==> src/rtl/cfg_stream_loader.sv <==
// ---------------------------------------------------------------------------
// cfg_stream_loader
//
// Writer side of the per-cell config_sig interface that the fabric FUNC_CELLs
// read. A packed configuration stream arrives over a valid/ready word
// interface. The loader unpacks it into a shadow register. It then copies all
// NUM_CELLS fields to cfg_out on a single edge, so a running fabric never sees
// a partially written configuration.
//
// Ports
//   clk           in   1                clock, all state on posedge
//   reset         in   1                synchronous, active-high reset
//   cfg_start     in   1                begin a new load (honoured only in IDLE)
//   cfg_abort     in   1                abandon the current load, shadow discarded
//   cfg_in_valid  in   1                stream word valid
//   cfg_in_data   in   IN_W             stream word, bits packed LSB-first
//   cfg_in_ready  out  1                loader accepts a word this cycle
//   cfg_out       out  NUM_CELLS*CFG_W  committed config, cell k = [k*CFG_W +: CFG_W]
//   cfg_done      out  1                one-cycle pulse, cfg_out just updated
//   busy          out  1                high while loading or committing
// ---------------------------------------------------------------------------
module cfg_stream_loader #(
   parameter int NUM_CELLS = 16,
   parameter int CFG_W     = 4,
   parameter int IN_W      = 8,
   parameter int RESET_OP  = 2
) (
   input  logic                       clk,
   input  logic                       reset,
   input  logic                       cfg_start,
   input  logic                       cfg_abort,
   input  logic                       cfg_in_valid,
   input  logic [IN_W-1:0]            cfg_in_data,
   output logic                       cfg_in_ready,
   output logic [NUM_CELLS*CFG_W-1:0] cfg_out,
   output logic                       cfg_done,
   output logic                       busy
);

   localparam int TOTAL  = NUM_CELLS * CFG_W;
   localparam int NWORDS = (TOTAL + IN_W - 1) / IN_W;
   localparam int IDX_W  = (NWORDS > 1) ? $clog2(NWORDS) : 1;

   typedef enum logic [1:0] {
      S_IDLE,
      S_LOAD,
      S_COMMIT
   } state_t;

   state_t             state_q,    state_d;
   logic [IDX_W-1:0]   word_idx_q, word_idx_d;
   logic [TOTAL-1:0]   shadow_q,   shadow_d;
   logic [TOTAL-1:0]   cfg_out_q,  cfg_out_d;
   logic               cfg_done_q, cfg_done_d;
   logic               accept;

   // Ready depends only on the state, never on cfg_in_valid. This keeps the
   // handshake free of combinational loops back to the host.
   assign cfg_in_ready = (state_q == S_LOAD);
   assign accept       = cfg_in_valid & cfg_in_ready;

   assign cfg_out  = cfg_out_q;
   assign cfg_done = cfg_done_q;
   assign busy     = (state_q != S_IDLE);

   always_comb begin
      // NOTE: every signal is given a default first so that no path leaves one
      // unassigned; an unassigned path would infer a latch.
      state_d    = state_q;
      word_idx_d = word_idx_q;
      shadow_d   = shadow_q;
      cfg_out_d  = cfg_out_q;
      cfg_done_d = 1'b0;

      case (state_q)
         S_IDLE: begin
            // When start and abort arrive together, abort wins and the loader stays idle.
            if (cfg_start && !cfg_abort) begin
               state_d    = S_LOAD;
               word_idx_d = '0;
            end
         end

         S_LOAD: begin
            if (cfg_abort) begin
               state_d = S_IDLE;
            end else if (accept) begin
               // Bits of the final word that land past TOTAL have no shadow
               // storage and are dropped here.
               for (int w = 0; w < NWORDS; w++) begin
                  if (word_idx_q == IDX_W'(w)) begin
                     for (int b = 0; b < IN_W; b++) begin
                        if (w * IN_W + b < TOTAL) begin
                           shadow_d[w * IN_W + b] = cfg_in_data[b];
                        end
                     end
                  end
               end
               word_idx_d = word_idx_q + IDX_W'(1);
               if (word_idx_q == IDX_W'(NWORDS - 1)) begin
                  state_d = S_COMMIT;
               end
            end
         end

         S_COMMIT: begin
            state_d = S_IDLE;
            if (!cfg_abort) begin
               cfg_out_d  = shadow_q;
               cfg_done_d = 1'b1;
            end
         end

         default: state_d = S_IDLE;
      endcase
   end

   // NOTE: sequential state uses non-blocking assignments only, so every flop
   // samples the value it held before this edge.
   always_ff @(posedge clk) begin
      if (reset) begin
         state_q    <= S_IDLE;
         word_idx_q <= '0;
         // NOTE: the shadow is wide, but it still has a defined reset value.
         // An aborted or reset load then never exposes stale data.
         shadow_q   <= '0;
         cfg_out_q  <= {NUM_CELLS{CFG_W'(RESET_OP)}};
         cfg_done_q <= 1'b0;
      end else begin
         state_q    <= state_d;
         word_idx_q <= word_idx_d;
         shadow_q   <= shadow_d;
         cfg_out_q  <= cfg_out_d;
         cfg_done_q <= cfg_done_d;
      end
   end

endmodule

==> config.mk <==
export PLATFORM = sky130hd
export DESIGN_NAME = cfg_stream_loader
export DESIGN_NICKNAME = d
export VERILOG_FILES = /design/src/rtl/cfg_stream_loader.sv
export SDC_FILE = /design/constraint.sdc
export NUM_CORES = 1
export LEC_CHECK = 0
export ABC_AREA = 0
export BUFFER_PORTS_ARGS = -buffer_cell sky130_fd_sc_hd__buf_2
export CORE_MARGIN = 1.5
export CORE_UTILIZATION = 40
export DETAILED_ROUTE_END_ITERATION = 7
export PLACE_DENSITY_LB_ADDON = 0.25
export SLEW_MARGIN = 20
export SYNTH_ARGS = -nofsm -noshare
export SYNTH_HDL_FRONTEND = slang
export SYNTH_SLANG_ARGS = --single-unit
export TNS_END_PERCENT = 20
==> constraint.sdc <==
create_clock -name clk -period 3.5 [get_ports clk]
set_input_delay 0.525 -clock clk [delete_from_list [all_inputs] [get_ports clk]]
set_output_delay 0.525 -clock clk [all_outputs]
set_load 0.01 [all_outputs]
======== After elaboration in Yosys (flattened, before gate mapping) ========
Cells that the tools add are included.
storage, ports and cells
  bits of input ports ..................... 13
  register bits ........................... 134
cells by class
  muxes and demuxes ....................... 10
  reduce and logical (&&, ||, !) cells .... 18
  bitwise gates (word level) .............. 3
  add/subtract/negate cells ............... 1
  equal/unequal tests ..................... 14
operator list
  kind                                                                   count
  4-bit AND reduction                                                    9
  3-bit equality test, second input constant                             4
  3-bit two-way mux                                                      3
  2-bit two-way mux                                                      4
  3-bit by 2-bit equality test with 1-bit output, second input constant  2
  3-bit by 2-bit != test with 1-bit output, second input constant        2
  3-bit case mux with 2 select lines                                     1
  2-bit != test, second input constant                                   2
  2-bit case mux with 2 select lines                                     1
  2-bit nonzero test                                                     2
  3-bit by 1-bit adder with 3-bit output, second input constant          1
  3-bit by 1-bit equality test with 1-bit output, second input constant  1
  3-bit zero test                                                        1
  3-bit AND reduction                                                    1
  2-bit by 1-bit equality test with 1-bit output, second input constant  1
  2-bit equality test, second input constant                             1
  2-bit zero test                                                        1
  2-bit by 1-bit != test with 1-bit output, second input constant        1
  1-bit inverter                                                         2
  2-bit AND reduction                                                    1
  2-bit OR reduction                                                     1
  1-bit bitwise AND                                                      1
  1-bit logical AND                                                      1
  1-bit zero test                                                        1
  1-bit two-way mux                                                      1

======== Logic depth before layout (Yosys ltp) ========
  word-level depth ........................ 5
  gate-level depth with buffers ........... 6
  mapped depth without buffers ............ 5

======== Worst setup path after synthesis ========
No wires, ideal clock.
  kind .................................... input -> register
  start point ............................. in reset
  end point ............................... reg cfg_out_q[0], in the netlist cfg_out[0]
  stages on the path ...................... 5
  path buffers ............................ 4
  slack ................................... 1.999 ns
  data arrival time ....................... 1.369 ns
  path through ............................ clkbuf_1 > buf_2 > buf_2 > clkbuf_1 > a21oi_1
RTL lines
  item                  line  text
  start, declared       29    input logic reset,
  end signal, assigned  127   cfg_out_q <= {NUM_CELLS{CFG_W'(RESET_OP)}};
  end signal, assigned  133   cfg_out_q <= cfg_out_d;
  end, declared         53    logic [TOTAL-1:0] cfg_out_q, cfg_out_d;
No word-level cell between the ends.

======== Worst setup path in the final report ========
  start point ............................. reg state_q[1]
  end point ............................... reg cfg_out_q[36], in the netlist cfg_out[36]
on the way
  cells in the longest elaborated chain, start to end .. 2
ends and longest elaborated chain
  item                                  line  text
  start, declared                       50    state_t state_q, state_d;
  start signal, assigned                130   state_q <= state_d;
  2-bit equality test                   75    case (state_q)
  2-bit AND reduction (no source line)  n/a
Every way passes these cells.
A chain may end at the register's enable or synchronous reset.

==> results.md <==
- Post-synth EDFFs: 0
- Routability cong.: 0.757
- Final hold slack: 391 ps
- Clock latency on the worst-skew pair: 410 ps
- CP bufs+invs: 1
- Reg clk slew, reported paths: 60 ps
- CORE AREA: 12600 um2
- Final WL: 11.1 mm
- GRT Total Usage: 17.1%
- Worst Max-Slew Pin Slew: 669 ps
- Remaining Overflow, GRT: 0
- DR pass1 iterations: 4
- Starting Density: 40.9%
- Final period util: 55.3%
- FFs w/ async S/R, synth: 0%
- Leak pwr: 2.82 nW
- Initial antenna violation count: 0
- Mean Syn Cell Area: 9.45 um2
- Max-slew violations: 0
- Final hold vios: 0
- Placement Rows: 41
- Worst slew margin: 55.4%
- DIE HEIGHT: 117 um
- Final setup margin: 1560 ps
- Worst path cell trace: or3b_2 -> buf_4 -> nand2_1 -> a21oi_1
- Unrepaired setup endpoints after global routing: no
- Synth Warn #: 0
- Pin count of the biggest net entering global routing: 80
- Post-Synthesis Cells: 546
- Synth Cell Area: 5160 um2
- Crit-path leading delay family: simple AND/OR/NAND/NOR gates
- Synthesized Nets: 565
- Ratio of cells with drive above 1 in the final layout: 20.2%
- Total power: 3.46 mW
- Post-route cell area: 6220 um2
- Worst Setup Start Kind: register
- Hold_buf cts: 0
- Root buf cell: clkbuf_16
- Crit path arrival time: 2200 ps
- Tmin final: 1940 ps
- Number of fillers in the final layout: 1206
- Final Core Density: 49.3%
- Routed vias: 3759
- Crit-path slowest cell: or3b_2
- Post-route ant nets: 0
- Setup repair bufs after CTS: 0
- Seq/Total Area, Yosys: 52.0%
- Final TNS setup: 0 ps
- P&R area growth vs syn: 20.5%
- CTS Sinks: 134
- HP Class: in -> reg
- Post-synth top flop: dfxtp_1
- Req. time, crit path: 3770 ps
- Nets: 624
- Die X: 117 um
- Routed wire per std cell: 14.1 um
- First-pass GRT wire length: 17.5 mm
- PostCTS Resize Cnt: 0
- Depth of the CTS H-tree: 4
- Synth unique cells: 30
- # port buffers: 79
- CTS tree: done
- Total CTS buffers: 17
- ANT cells: 0
- Critical Path Max Stage Delay: 770 ps
- Max FO, Critical Path: 35
- Iteration-0 DRC Markers: 295
- Post-DP HPWL: 7.17 mm
- MaxCap Viol Count: 0
- Final setup viols: 0
- Vias in the first global route: 3453
- Setup CP Type: reg -> reg
- Highest clock rate: 0.516 GHz
- Num ports: 80
- Pwr/cell area: 557 nW/um2
- Bufs on Longest Clock Path: 2
- Drt drc: 0
- Non-Filler Instances: 790
- Worst IR Drop VDD: 0.000303 V
- Placed Cells: 758
- Placed inst area: 5590 um2
- Routed vias/inst: 4.76
- Critical Path End Type: register
- Die area: 13600 um2
- Clock skew: 9.40 ps
- Pre-CTS setup slack: 1370 ps
- Flop and latch count out of synthesis: 134
- Status: finished clean
-- layer usage --
layer | vias to the layer above | wire length [um] | global-route usage (%)
met4 | 0 | 86 | 5.78
li1 | 1908 | - | -
met3 | 7 | 405 | 5.45
met5 | - | 0 | 0
met1 | 1767 | 5750 | 23.9
met2 | 77 | 4870 | 24.9
-- layout make-up --
cell class,count,area (um2),area share [%]
well taps,172,215,3.46
clock buffers,19,443,7.13
repair buffers,82,433,6.96
clock inverters,13,180,2.90
multi-input cells,367,2250,36.2
inverters,3,11.3,0.181
flip-flops and latches,134,2680,43.2
-- final timing paths --
path	start	endpoint	slack, ps	cells after the start
setup / recovery	state_q[1]	cfg_out[36]	1560	4
setup reg to reg	state_q[1]	cfg_out[36]	1560	4
hold reg to reg	shadow_q[40]	cfg_out[40]	450	2
hold / removal	cfg_abort	state_q[0]	390	2
-- kinds of logic (layout without fill, tap and decap cells) --
family	after synthesis	count (layout)	synth area share [%]
adder cells (fa/ha/maj)	6	6	1.45
buffers and inverters	45	117	4.49
AO/OA/AOI/OAI	52	52	5.19
multiplexers	65	65	12.6
flip-flops	134	134	52.0
AND/OR/NAND/NOR	244	244	24.3
-- power breakdown --
group	internal [mW]	switching, mW
logic	0.0306	0.0485
registers	1.53	0.00269
clock network	1.21	0.649
-- Yosys cell counts, types with 2 or more instances --
master	number	area share, %
a21oi_1	48	4.7
and2b_1	2	0.29
and4_1	2	0.34
and4bb_2	2	0.48
buf_1	8	0.58
buf_2	13	1.3
buf_6	6	1.3
clkbuf_1	14	1.0
dfxtp_1	134	52
ha_1	6	1.5
inv_1	3	0.22
mux2i_1	65	13
nand2_1	129	9.4
nand2_2	4	0.48
nand2b_1	72	8.7
nand3b_1	17	2.5
nand4_2	3	0.73
nor2_1	5	0.36
o31ai_1	2	0.29
-- state kept, by name, summed over array words and instances, names as in the netlist --
register / count
word_idx_q: 3
cfg_done: 1
state_q: 2
shadow_q: 64
cfg_out: 64
-- worst register-to-register path, cell delays in order, from the launching register on --
cell and delay (ps):
dfxtp_1 470, or3b_2 770, buf_4 360, nand2_1 130
a21oi_1 60
-- cell usage in the layout, fill, tap and decap left out, drive strengths merged --
cell / n
dfxtp: 134
nand2: 133
buf: 82
nand2b: 72
mux2i: 65
a21oi: 48
clkbuf: 19
nand3b: 17
ha: 6
clkinv: 6
nor2: 5
bufinv: 4
nand4: 4
inv: 3
clkinvlp: 3
and2b: 2
and4: 2
and4bb: 2
o31ai: 2
or2: 1
and2: 1
nor3b: 1
or3b: 1
nor3: 1
a211oi: 1
nand3: 1
o21ai: 1
nor4: 1
No activity file was read; power rests on OpenSTA's default activity.
